===== src/rtl/vga_timing_pkg.sv =====
// Shared V-phase encoding, default 640x480@60 timing constants and the total-length helper
// for the VGA timing generator.
package vga_timing_pkg;

  typedef enum logic [1:0] {
    V_ACT   = 2'd0,
    V_FRONT = 2'd1,
    V_SYNCP = 2'd2,
    V_BACK  = 2'd3
  } vphase_t;

  localparam int DEF_H_ACTIVE = 640;
  localparam int DEF_H_FP     = 16;
  localparam int DEF_H_SYNC   = 96;
  localparam int DEF_H_BP     = 48;
  localparam int DEF_V_ACTIVE = 480;
  localparam int DEF_V_FP     = 10;
  localparam int DEF_V_SYNC   = 2;
  localparam int DEF_V_BP     = 33;

  function automatic int calc_total(input int active, input int fp, input int sync, input int bp);
    return active + fp + sync + bp;
  endfunction

endpackage


===== src/rtl/timing_axis.sv =====
// One wrapping counter axis with terminal-count flag and a registered sync-window decode aligned to the count.
// Advances only while en is high; count and sync hold otherwise.
module timing_axis #(
  parameter int   TOTAL      = 800,
  parameter int   SYNC_START = 656,
  parameter int   SYNC_END   = 752,
  parameter logic POL        = 1'b0,
  parameter int   CW         = 10
) (
  input  logic          Clk,
  input  logic          reset,
  input  logic          en,
  output logic [CW-1:0] count,
  output logic [CW-1:0] count_nxt,
  output logic          tc,
  output logic          sync
);

  localparam logic [CW-1:0] LAST   = CW'(TOTAL - 1);
  localparam logic [CW:0]   WIN_LO = (CW+1)'(SYNC_START);
  localparam logic [CW:0]   WIN_HI = (CW+1)'(SYNC_END);

  logic in_win;

  assign tc        = (count == LAST);
  assign count_nxt = tc ? '0 : count + CW'(1);
  // Decode the value about to be loaded so sync describes the same cycle as count.
  assign in_win    = ({1'b0, count_nxt} >= WIN_LO) && ({1'b0, count_nxt} < WIN_HI);

  always_ff @(posedge Clk or posedge reset) begin
    if (reset) begin
      count <= '0;
      sync  <= ~POL;
    end else if (en) begin
      count <= count_nxt;
      sync  <= in_win ? POL : ~POL;
    end
  end

endmodule


===== src/rtl/vga_timing_gen.sv =====
// VGA raster timing: h/v counters, V-phase FSM and registered sync/blank decodes with zero latency to the counts.
// pix_en gates all state; line_end/frame_end are combinational and only pulse on enabled edges.
module vga_timing_gen
  import vga_timing_pkg::*;
#(
  parameter int   H_ACTIVE = DEF_H_ACTIVE,
  parameter int   H_FP     = DEF_H_FP,
  parameter int   H_SYNC   = DEF_H_SYNC,
  parameter int   H_BP     = DEF_H_BP,
  parameter int   V_ACTIVE = DEF_V_ACTIVE,
  parameter int   V_FP     = DEF_V_FP,
  parameter int   V_SYNC   = DEF_V_SYNC,
  parameter int   V_BP     = DEF_V_BP,
  parameter logic HS_POL   = 1'b0,
  parameter logic VS_POL   = 1'b0,
  parameter int   CW       = 10
) (
  input  logic          Clk,
  input  logic          reset,
  input  logic          pix_en,
  output logic [CW-1:0] hcount,
  output logic [CW-1:0] vcount,
  output logic          hsync,
  output logic          vsync,
  output logic          video_on,
  output logic          line_end,
  output logic          frame_end
);

  localparam int H_TOTAL = calc_total(H_ACTIVE, H_FP, H_SYNC, H_BP);
  localparam int V_TOTAL = calc_total(V_ACTIVE, V_FP, V_SYNC, V_BP);

  localparam logic [CW-1:0] V_FRONT_AT = CW'(V_ACTIVE);
  localparam logic [CW-1:0] V_SYNC_AT  = CW'(V_ACTIVE + V_FP);
  localparam logic [CW-1:0] V_BACK_AT  = CW'(V_ACTIVE + V_FP + V_SYNC);
  localparam logic [CW:0]   H_VIS      = (CW+1)'(H_ACTIVE);

  if (H_TOTAL > (1 << CW) || V_TOTAL > (1 << CW)) begin : g_cfg_check
    $error("vga_timing_gen: H_TOTAL/V_TOTAL do not fit in CW-bit counters");
  end

  logic [CW-1:0] h_nxt;
  logic [CW-1:0] v_nxt;
  logic          h_tc;
  logic          v_tc;
  logic          h_wrap;
  logic          v_win;
  vphase_t       phase;
  vphase_t       phase_nxt;

  assign h_wrap    = pix_en & h_tc;
  assign line_end  = h_wrap;
  assign frame_end = h_wrap & v_tc;

  timing_axis #(
    .TOTAL     (H_TOTAL),
    .SYNC_START(H_ACTIVE + H_FP),
    .SYNC_END  (H_ACTIVE + H_FP + H_SYNC),
    .POL       (HS_POL),
    .CW        (CW)
  ) u_h_axis (
    .Clk      (Clk),
    .reset    (reset),
    .en       (pix_en),
    .count    (hcount),
    .count_nxt(h_nxt),
    .tc       (h_tc),
    .sync     (hsync)
  );

  timing_axis #(
    .TOTAL     (V_TOTAL),
    .SYNC_START(V_ACTIVE + V_FP),
    .SYNC_END  (V_ACTIVE + V_FP + V_SYNC),
    .POL       (VS_POL),
    .CW        (CW)
  ) u_v_axis (
    .Clk      (Clk),
    .reset    (reset),
    .en       (h_wrap),
    .count    (vcount),
    .count_nxt(v_nxt),
    .tc       (v_tc),
    .sync     (v_win)
  );

  // Phase only moves on a line wrap, keyed on the vcount about to be loaded.
  always_comb begin
    phase_nxt = phase;
    if (h_wrap) begin
      case (phase)
        V_ACT:   if (v_nxt == V_FRONT_AT) phase_nxt = V_FRONT;
        V_FRONT: if (v_nxt == V_SYNC_AT)  phase_nxt = V_SYNCP;
        V_SYNCP: if (v_nxt == V_BACK_AT)  phase_nxt = V_BACK;
        V_BACK:  if (v_nxt == '0)         phase_nxt = V_ACT;
        default: phase_nxt = V_ACT;
      endcase
    end
  end

  always_ff @(posedge Clk or posedge reset) begin
    if (reset) begin
      phase    <= V_ACT;
      vsync    <= ~VS_POL;
      video_on <= 1'b1;
    end else if (pix_en) begin
      phase    <= phase_nxt;
      vsync    <= (phase_nxt == V_SYNCP) ? VS_POL : ~VS_POL;
      video_on <= ({1'b0, h_nxt} < H_VIS) && (phase_nxt == V_ACT);
    end
  end

  // The vertical axis window and the FSM-driven vsync must always agree.
  a_vsync_window: assert property (@(posedge Clk) disable iff (reset) (v_win == vsync));

endmodule


===== config.mk =====
export PLATFORM = sky130hd
export DESIGN_NAME = vga_timing_gen
export DESIGN_NICKNAME = d
export VERILOG_FILES = /design/src/rtl/vga_timing_pkg.sv /design/src/rtl/timing_axis.sv /design/src/rtl/vga_timing_gen.sv
export SDC_FILE = /design/constraint.sdc
export NUM_CORES = 1
export LEC_CHECK = 0
export CORE_ASPECT_RATIO = 1.25
export CORE_MARGIN = 2
export CORE_UTILIZATION = 25
export CTS_BUF_LIST = sky130_fd_sc_hd__clkbuf_8
export CTS_CLUSTER_DIAMETER = 120
export CTS_CLUSTER_SIZE = 25
export DETAILED_ROUTE_END_ITERATION = 10
export PLACE_DENSITY = 0.47
export SYNTH_ARGS = -nofsm -noshare
export SYNTH_HDL_FRONTEND = slang
export SYNTH_SLANG_ARGS = --single-unit

===== constraint.sdc =====
create_clock -name Clk -period 2.55 [get_ports Clk]
set_input_delay 0.51 -clock Clk [delete_from_list [all_inputs] [get_ports Clk]]
set_output_delay 0.51 -clock Clk [all_outputs]
set_load 0.005 [all_outputs]

# --- Word-level counts from Yosys, hierarchy flattened ---
# Index checks and enable logic that the tools add are counted.
op_classes:
  n_eq_ne: 9
  magnitude_cmp: 3
  n_addsub: 2
  bitwise: 2
  n_mux: 10
  n_reduce_logical: 5
op_table:
  columns: ["operator", "n"]
  rows:
  - ["10-bit by 9-bit == test with 1-bit output (second input constant)", 3]
  - ["10-bit by 1-bit adder with 10-bit output (second input constant)", 2]
  - ["10-bit == test (second input constant)", 2]
  - ["10-bit less-than comparator (second input constant)", 2]
  - ["10-bit 2-to-1 mux", 2]
  - ["10-bit greater-or-equal comparator (second input constant)", 1]
  - ["10-bit logical NOT", 1]
  - ["2-bit 2-to-1 mux", 5]
  - ["2-bit one-hot mux with 4 select lines", 1]
  - ["2-bit == test (second input constant)", 3]
  - ["2-bit logical NOT", 2]
  - ["1-bit bitwise AND", 2]
  - ["2-bit by 1-bit == test with 1-bit output (second input constant)", 1]
  - ["1-bit logical AND", 2]
  - ["1-bit 2-to-1 mux", 2]
word_totals:
  reg_bits: 25
  word_cells: 37
  output_inout_bits: 25

# --- Depth between registers and ports, before layout ---
# Gate-level depths: netlist (run 1).
logic_depth:
  depth_word: 8
  mapped_depth: 10
  mapped_depth_nobuf: 9

# --- Cells and area by module ---
# Synthesis (run 1) repeated with hierarchy kept, for this count alone.
unflattened:
  cells_unflattened: 214
  hier_area_um2: 1896.8
modules_own_cells:
  columns: ["module", "area_each_um2", "seq_area_each_um2", "instances", "cells_per_inst"]
  rows:
  - ["timing_axis (u_h_axis)", 799.5, 276.5, 1, 88]
  - ["timing_axis (u_v_axis)", 788.3, 276.5, 1, 90]
  - ["vga_timing_gen", 309.0, 102.6, 1, 36]

# --- Worst setup path after synthesis (run 1) ---
# Ideal clock, no wire load.
synth_timing:
  path_kind: "reg-to-output"
  start: "register u_v_axis.count[0]"
  end: "output frame_end"
  n_path_buf: 0
  path_stages_with_launch: 7
  arrival_time_ns: 1.660
  slack_ns: 0.380
  cell_sequence: "dfrtp_1 -> inv_1 -> ha_1 -> nor4bb_1 -> nand3_1 -> or4_4 -> nor2_1"
synth_between:
  elab_chain_len: 2
synth_lines:
  columns: ["item", "line_no", "source"]
  rows:
  - ["start: declaration", "timing_axis.sv:13", "output logic [CW-1:0] count,"]
  - ["start signal: assignment", "timing_axis.sv:35", "count <= count_nxt;"]
  - ["10-bit == test", "timing_axis.sv:25", "assign tc = (count == LAST);"]
  - ["1-bit bitwise AND", "vga_timing_gen.sv:53", "assign frame_end = h_wrap & v_tc;"]
  - ["end: declaration", "vga_timing_gen.sv:27", "output logic frame_end"]
# No other way between the ends.

# --- Worst setup path after layout (run 1) ---
layout_timing:
  start: "register u_h_axis.count[6]"
  end: "output line_end"
layout_between:
  elab_chain_len: 2
layout_lines:
  columns: ["item", "line_no", "source"]
  rows:
  - ["start: declaration", "timing_axis.sv:13", null]
  - ["start signal: assignment", "timing_axis.sv:35", null]
  - ["10-bit == test", "timing_axis.sv:25", null]
  - ["1-bit bitwise AND", "vga_timing_gen.sv:51", "assign h_wrap = pix_en & h_tc;"]
  - ["end: declaration", "vga_timing_gen.sv:26", "output logic line_end,"]
# No other way between the ends.

==> implementation parameters, run 1 <==
Parameter                              Value

Status
  Status    finished, final reports clean

Timing
  Final min period    2480 ps
  Final period utilization    97.3%
  Pins Over Slew Limit    0
  Total negative setup slack    0 ps
  Count of endpoints failing hold in the final timing report    0
  Worst-Margin Slew    400 ps
  Worst-case setup margin in the final layout    70.0 ps
  Worst Skew    6.81 ps
  Upper clock frequency limit    403 MHz
  Count of final setup violators    0
  Remaining max-slew budget at the tightest pin    73.2%

Clock network
  TritonCTS Sinks    25
  CTS tree    built
  Worst-case clock buffer depth    2
  Root Driver    sky130_fd_sc_hd__clkbuf_8
  H-tree Lvls    1
  Clk pin slew, worst setup/hold paths    100 ps
  Total CTS buffers    3
  Clock Latency Late Sink    270 ps
  Number of hold-repair buffers added at the cts stage    0

Synthesis
  Arithmetic-cell share of the synthesized area counting full adders, half adders and majority gates    2.81%
  Fraction of the yosys area taken by sequential cells    35.3%
  Average cell area after synthesis    8.40 um^2
  Post-synthesis cell area    0.00178 mm^2
  Synth async-reset ratio    100%
  Most used DFF post-synth    sky130_fd_sc_hd__dfrtp_1
  Gate count of the mapped netlist    212
  Xor and xnor area share after synthesis    6.39%
  Synthesized-area fraction occupied by ao, oa, aoi and oai cells    17.8%
  Unique cell type count in the Yosys netlist    48
  Mux contribution to synthesized area    2.46%
  Count of warnings emitted by yosys    0
  Combinational family with the most area after synthesis    simple AND/OR/NAND/NOR gates
  Post-Syn Nets    219
  Fraction of the mapped netlist area in simple logic gates    28.1%
  Post-synthesis sequential element count    25
  Number of flops mapped to enable cells by yosys    0

Finish
  Most common cell after layout, fill and taps aside    sky130_fd_sc_hd__buf_4
  Most frequent cells in the layout    sky130_fd_sc_hd__buf_4, sky130_fd_sc_hd__nand2_1, sky130_fd_sc_hd__clkdlybuf4s50_1
  # nets final    270
  Area of combinational cells with multiple inputs    0.00105 mm^2
  Total inserted antenna cells    0
  Fraction of layout instances using a drive strength above 1    23.7%
  Fill cell total of the finished layout    734
  FF/Latch Area    629 um^2
  Area Overhead vs Synth    34.4%
  Number of standard cells in the layout, taps in and fillers out    352

Drt
  Total length of routed wires    4910 um
  Number of DRC violations after detailed-routing iteration 0    57
  Number of vias per cell after detailed routing    4.94
  Post-detailed-route wirelength per cell    14.0 um
  Detailed-routing iteration count for the pre-antenna-repair pass    4
  Vias after detailed routing    1738
  Total DRC errors in the routed layout    0
  Antenna viol nets, final    0

Power and ir drop
  Leakage Power    0.935 nW
  Total power after layout    1.15 mW
  VDD IR max    0.000336 V
  Power density normalized to cell area    479 mW/mm^2

GRT
  Initial antenna violation count    0
  Number of global-route vias before repair    1643
  Maximum number of pins on one net before global-route repair    26
  Total GRT Usage    13.1%
  Grt total ovfl    0
  First-pass GRT wire length    8140 um

Worst setup path
  Worst endpoint required time    2040 ps
  Highest net fanout along the worst path    4
  Setup CP Type    flip-flop to output port
  Endpoint kind of the worst setup timing path    output port
  Worst setup SP type    flip-flop
  Startpoint of the worst-slack reg-to-reg timing path    u_v_axis.count[1]$_DFFE_PP0P_
  Signal arrival time at the worst endpoint    1970 ps
  First element of the critical path    u_h_axis.count[6]$_DFFE_PP0P_

Placement
  HPWL after detailed placement    3650 um
  Worst slack at placement    -2.03 ps
  Number of placed cells counting well taps    343
  Routability Congestion    0.785
  Number of I/O port buffers    27

Min path
  Hold Path Origin    u_h_axis.sync$_DFFE_PP1P_
  Worst min-delay path category    flip-flop to flip-flop

Floorplanning
  Core area    0.00693 mm^2
  I/O pins    28
  Vert. Die Dim    98.4 um
  Area of the die    0.00782 mm^2
  Initial Util    25.7%
  Die width    79.5 um
  Standard-cell rows    34

Job
  Total of max-cap violations    0
[logic make-up (layout without fill, tap and decap cells)]
logic type	Yosys count	count (layout)
AND/OR/NAND/NOR	96	96
AO/OA/AOI/OAI	47	47
flip-flops	25	25
buffers and inverters	23	73
XOR/XNOR	13	13
adder cells (fa/ha/maj)	4	4
multiplexers	4	4
[stage by stage]
stage / instance area, um^2 / util [%] / hold WS [ps]
4_1_cts: 2350 / 33.9 / 499
3_5_place_dp: 2290 / 33.0 / 485
2_1_floorplan: 1780 / - / 470
6_report: 2390 / 34.5 / 499
3_3_place_gp: 2290 / 33.0 / 483
5_1_grt: 2390 / 34.5 / 527
[final cells by class]
type | instances | share of cell area [%]
Multi-Input combinational cell | 164 | 43.9
Sequential cell | 25 | 26.3
Timing Repair Buffer | 62 | 22.0
Tap cell | 90 | 4.70
Clock buffer | 3 | 1.72
Inverter | 7 | 1.15
Clock inverter | 1 | 0.209
[metal layers]
metal / GRT usage (%) / up-vias / part of all wire [%]
met3: 1.57 / 6 / 3.2
li1: - / 862 / -
met4: 3.98 / 0 / 1.2
met1: 16.7 / 836 / 43
met2: 22.8 / 34 / 52
met5: 0 / - / 0
[worst paths after layout]
kind | depth (start not counted) | slack [ps] | endpoint
max | 5 | 70 | line_end
min | 2 | 500 | u_h_axis.sync$_DFFE_PP1P_
max reg2reg | 11 | 190 | video_on$_DFFE_PP1P_
min reg2reg | 2 | 500 | u_h_axis.sync$_DFFE_PP1P_
max in group asynchronous | 3 | 1660 | u_h_axis.sync$_DFFE_PP1P_
min in group asynchronous | 3 | 590 | u_v_axis.count[8]$_DFFE_PP0P_
[sequential cells by signal, summed over array words and instances (netlist names)]
name            count
video_on            1
u_v_axis.count     10
phase               2
u_h_axis.count     10
u_h_axis.sync       1
vsync               1
[synth_stat cells, drive strengths merged, types with 3 or more instances]
cell type | n | area, um^2
a21oi | 7 | 38.8
dfrtp | 22 | 551
nor2 | 16 | 60.1
ha | 4 | 50.1
nand2 | 30 | 113
a31oi | 10 | 62.6
nor3 | 12 | 65.1
dfstp | 3 | 78.8
buf | 12 | 83.8
nor4 | 3 | 31.3
nand3 | 9 | 45.0
clkbuf | 4 | 15.0
o21ai | 16 | 83.8
mux2 | 3 | 33.8
nand2b | 5 | 31.3
and3 | 4 | 25.0
xnor2 | 13 | 114
inv | 6 | 22.5
nand4 | 5 | 31.3
[where the power goes]
group          internal, mW  total, mW  switching, mW  leakage (nW)
Combinational         0.225      0.406          0.181         0.592
Clock                 0.110      0.249          0.139        0.0255
Sequential            0.447      0.492         0.0451         0.318
Total                 0.782       1.15          0.365         0.935
[worst max-delay path, stage by stage, from the launching register on]
cell and delay (ps):
sky130_fd_sc_hd__dfrtp_1 400, sky130_fd_sc_hd__nor3b_2 230, sky130_fd_sc_hd__nand3b_1 200, sky130_fd_sc_hd__or2_4 330, sky130_fd_sc_hd__clkinv_2 60, sky130_fd_sc_hd__clkdlybuf4s50_1 490
[timing repair]
action	CTS	global route
pin swaps	1	1
endpoints found under the hold margin	0	0
gates resized for setup	3	6
setup buffers	1	4
setup endpoints to repair	2	5
Power figures use the tool's default switching activity.
==> inputs of run 2 (changes only) <==
--- a/config.mk
+++ b/config.mk
@@ -10,7 +10,6 @@
 export CORE_UTILIZATION = 25
 export CTS_BUF_LIST = sky130_fd_sc_hd__clkbuf_8
 export CTS_CLUSTER_DIAMETER = 120
-export CTS_CLUSTER_SIZE = 25
 export DETAILED_ROUTE_END_ITERATION = 10
 export PLACE_DENSITY = 0.47
 export SYNTH_ARGS = -nofsm -noshare
==> results of run 2 <==
Final layout, timing and power as in run 1 (identical DEF).
==> inputs of run 3 (changes only) <==
--- a/config.mk
+++ b/config.mk
@@ -8,7 +8,7 @@
 export CORE_ASPECT_RATIO = 1.25
 export CORE_MARGIN = 2
 export CORE_UTILIZATION = 25
-export CTS_BUF_LIST = sky130_fd_sc_hd__clkbuf_8
+export CTS_BUF_LIST = sky130_fd_sc_hd__clkbuf_16
 export CTS_CLUSTER_DIAMETER = 120
 export DETAILED_ROUTE_END_ITERATION = 10
 export PLACE_DENSITY = 0.47
==> implementation parameters, run 3 (same netlist as run 1, synthesis figures left out) <==
Parameter                              Value

Status
  Status    finished, final reports clean

Floorplanning
  Vert. Die Dim    98.4 um (unchanged)
  I/O pins    28 (unchanged)
  Area of the die    0.00782 mm^2 (unchanged)
  Core area    0.00693 mm^2 (unchanged)
  Initial Util    25.7% (unchanged)
  Die width    79.5 um (unchanged)
  Standard-cell rows    34 (unchanged)

Drt
  Total length of routed wires    4850 um (-1.2%)
  Number of vias per cell after detailed routing    4.88 (-1.1%)
  Total DRC errors in the routed layout    0 (unchanged)
  Post-detailed-route wirelength per cell    14.0 um (+0.18%)
  Detailed-routing iteration count for the pre-antenna-repair pass    4 (unchanged)
  Antenna viol nets, final    0 (unchanged)
  Number of DRC violations after detailed-routing iteration 0    61 (+7.0%)
  Vias after detailed routing    1694 (-2.5%)

Finish
  Fraction of layout instances using a drive strength above 1    21.8% (-1.9 points)
  Area Overhead vs Synth    34.1%
  FF/Latch Area    629 um^2 (unchanged)
  Total inserted antenna cells    0 (unchanged)
  Number of standard cells in the layout, taps in and fillers out    347 (-1.4%)
  Design area    0.00239 mm^2 (-0.26%)
  Fill cell total of the finished layout    730 (-0.54%)
  Most frequent cells in the layout    sky130_fd_sc_hd__nand2_1, sky130_fd_sc_hd__buf_4, sky130_fd_sc_hd__clkdlybuf4s50_1
  Biggest regs    u_h_axis.count (10), u_v_axis.count (10), phase (2)
  # nets final    265 (-1.9%)
  Area of combinational cells with multiple inputs    0.00105 mm^2 (-0.24%)

Clock network
  H-tree Lvls    1 (unchanged)
  Clock Latency Late Sink    260 ps (about the same)
  CTS tree    built
  Clk pin slew, worst setup/hold paths    70 ps (-30 ps)
  Total CTS buffers    3 (unchanged)
  Number of hold-repair buffers added at the cts stage    0 (unchanged)
  TritonCTS Sinks    25 (unchanged)
  Worst-case clock buffer depth    2 (unchanged)
  Root Driver    sky130_fd_sc_hd__clkbuf_16

Placement
  Number of placed cells counting well taps    343 (unchanged)
  HPWL after detailed placement    3650 um (unchanged)
  Number of I/O port buffers    27 (unchanged)
  Instance area after placement    0.00229 mm^2 (unchanged)
  Routability Congestion    0.785 (unchanged)

Timing
  Remaining max-slew budget at the tightest pin    72.0% (-1.3 points)
  Count of endpoints failing hold in the final timing report    0 (unchanged)
  Final min period    2450 ps (-33.2 ps)
  Upper clock frequency limit    409 MHz (+1.4%)
  Worst-Margin Slew    421 ps (+20.5 ps)
  Pins Over Slew Limit    0 (unchanged)
  Final period utilization    96.0% (-1.3 points)
  Worst Skew    3.47 ps (-3.33 ps)
  Count of final setup violators    0 (unchanged)
  RSZ-0062 raised after global routing    true

GRT
  Initial antenna violation count    0 (unchanged)
  Maximum number of pins on one net before global-route repair    26 (unchanged)
  Number of global-route vias before repair    1652 (+0.55%)
  First-pass GRT wire length    8090 um (-0.52%)
  Total GRT Usage    13.1% (-0.038 points)
  Grt total ovfl    0 (unchanged)

Power and ir drop
  Int Power    0.881 mW (+13%)
  Power density normalized to cell area    525 mW/mm^2 (+9.6%)
  Share of total power in combinational logic    32.1% (-3.3 points)
  Sw frac    29.8% (-2.1 points)
  Reported net switching power    0.374 mW (+2.3%)
  VDD IR max    0.000336 V (about the same)
  Clock share of power    28.5% (+6.8 points)
  Leakage Power    0.927 nW (-0.82%)
  Sequential fraction of design power    39.3% (-3.6 points)

Worst setup path
  Critical path cell sequence    nor3b_2, nand3b_1, or2_4, clkinv_2, clkdlybuf4s50_1
  Worst setup SP type    flip-flop
  Worst path slowest cell    sky130_fd_sc_hd__clkdlybuf4s50_1
  Endpoint kind of the worst setup timing path    output port
  Setup CP Type    flip-flop to output port
  Highest net fanout along the worst path    4 (unchanged)
  Signal arrival time at the worst endpoint    1940 ps (-30 ps)
  Slowest Stage Delay on Critical Path    490 ps (about the same)
  Worst endpoint required time    2040 ps (about the same)

Min path
  Worst min-delay path category    flip-flop to flip-flop

Job
  Total of max-cap violations    0 (unchanged)
## run 3: cell types whose count changed in the layout (fill, tap and decap cells not counted)
| cell | change |
|---|---|
| sky130_fd_sc_hd__ha_1 | +1 |
| sky130_fd_sc_hd__ha_2 | -1 |
| sky130_fd_sc_hd__clkbuf_16 | +3 |
| sky130_fd_sc_hd__clkbuf_8 | -3 |
| sky130_fd_sc_hd__buf_4 | -5 |
## run 3: final cells by class
type	count	share of cell area, %
clock buffers	3	3.14
clock inverters	1	0.210
inverters	7	1.15
multi-input cells	164	43.9
flip-flops and latches	25	26.3
well taps	90	4.71
repair buffers	57	20.5
## run 3: worst paths after layout
kind,start,to,slack (ps),depth (start not counted)
setup / recovery,u_h_axis.count[6]$_DFFE_PP0P_,line_end,100,5
min in group asynchronous,reset,u_h_axis.count[6]$_DFFE_PP0P_,610,3
hold / removal,u_h_axis.sync$_DFFE_PP1P_,u_h_axis.sync$_DFFE_PP1P_,490,2
max in group asynchronous,reset,vsync$_DFFE_PP1P_,1640,3
hold reg to reg,u_h_axis.sync$_DFFE_PP1P_,u_h_axis.sync$_DFFE_PP1P_,490,2
setup reg to reg,u_v_axis.count[0]$_DFFE_PP0P_,phase[0]$_DFFE_PP0P_,270,9
## run 3: what timing repair did
action	in CTS	in global routing
pin swaps	1	0
setup endpoints to repair	1	2
resized for setup	2	7
setup buffers	0	0
## run 3: worst max-delay path, delay by kind of cell (launching register included)
family,cells,cell delay (ps)
buffers and inverters,2,550
DFF,1,390
and+or+nand+nor,3,750
## run 3: metal layers
layer  vias up  global-route usage (%)  routed length (um)
met2        27                    22.7                2530
met5         -                       0                   0
li1        855                       -                   -
met4         0                    4.24                  67
met3         6                    1.57                 114
met1       806                    16.6                2140
## run 3: metrics by stage
step | TNS (ps) | power, mW | utilization, % | setup WS [ps] | hold slack [ps]
after floorplan | 0 | 0.703 | - | 380 | 470
after global placement | 0 | 0.897 | 33.0 | 20.7 | 483
after detailed placement | -2.03 | 0.900 | 33.0 | -2.03 | 485
after CTS | 0 | 1.27 | 34.3 | 0.701 | 495
after global routing | -1.19 | 1.34 | 34.4 | -1.19 | 522
final | 0 | 1.25 | 34.4 | 103 | 494
## run 3: power by group through the flow
stage          combinational (mW)  sequential, mW  clock, mW
2_1_floorplan               0.195           0.509          0
3_3_place_gp                0.401           0.496          0
3_5_place_dp                0.400           0.499          0
4_1_cts                     0.405           0.492      0.372
5_1_grt                     0.457           0.501      0.386
6_report                    0.403           0.494      0.358
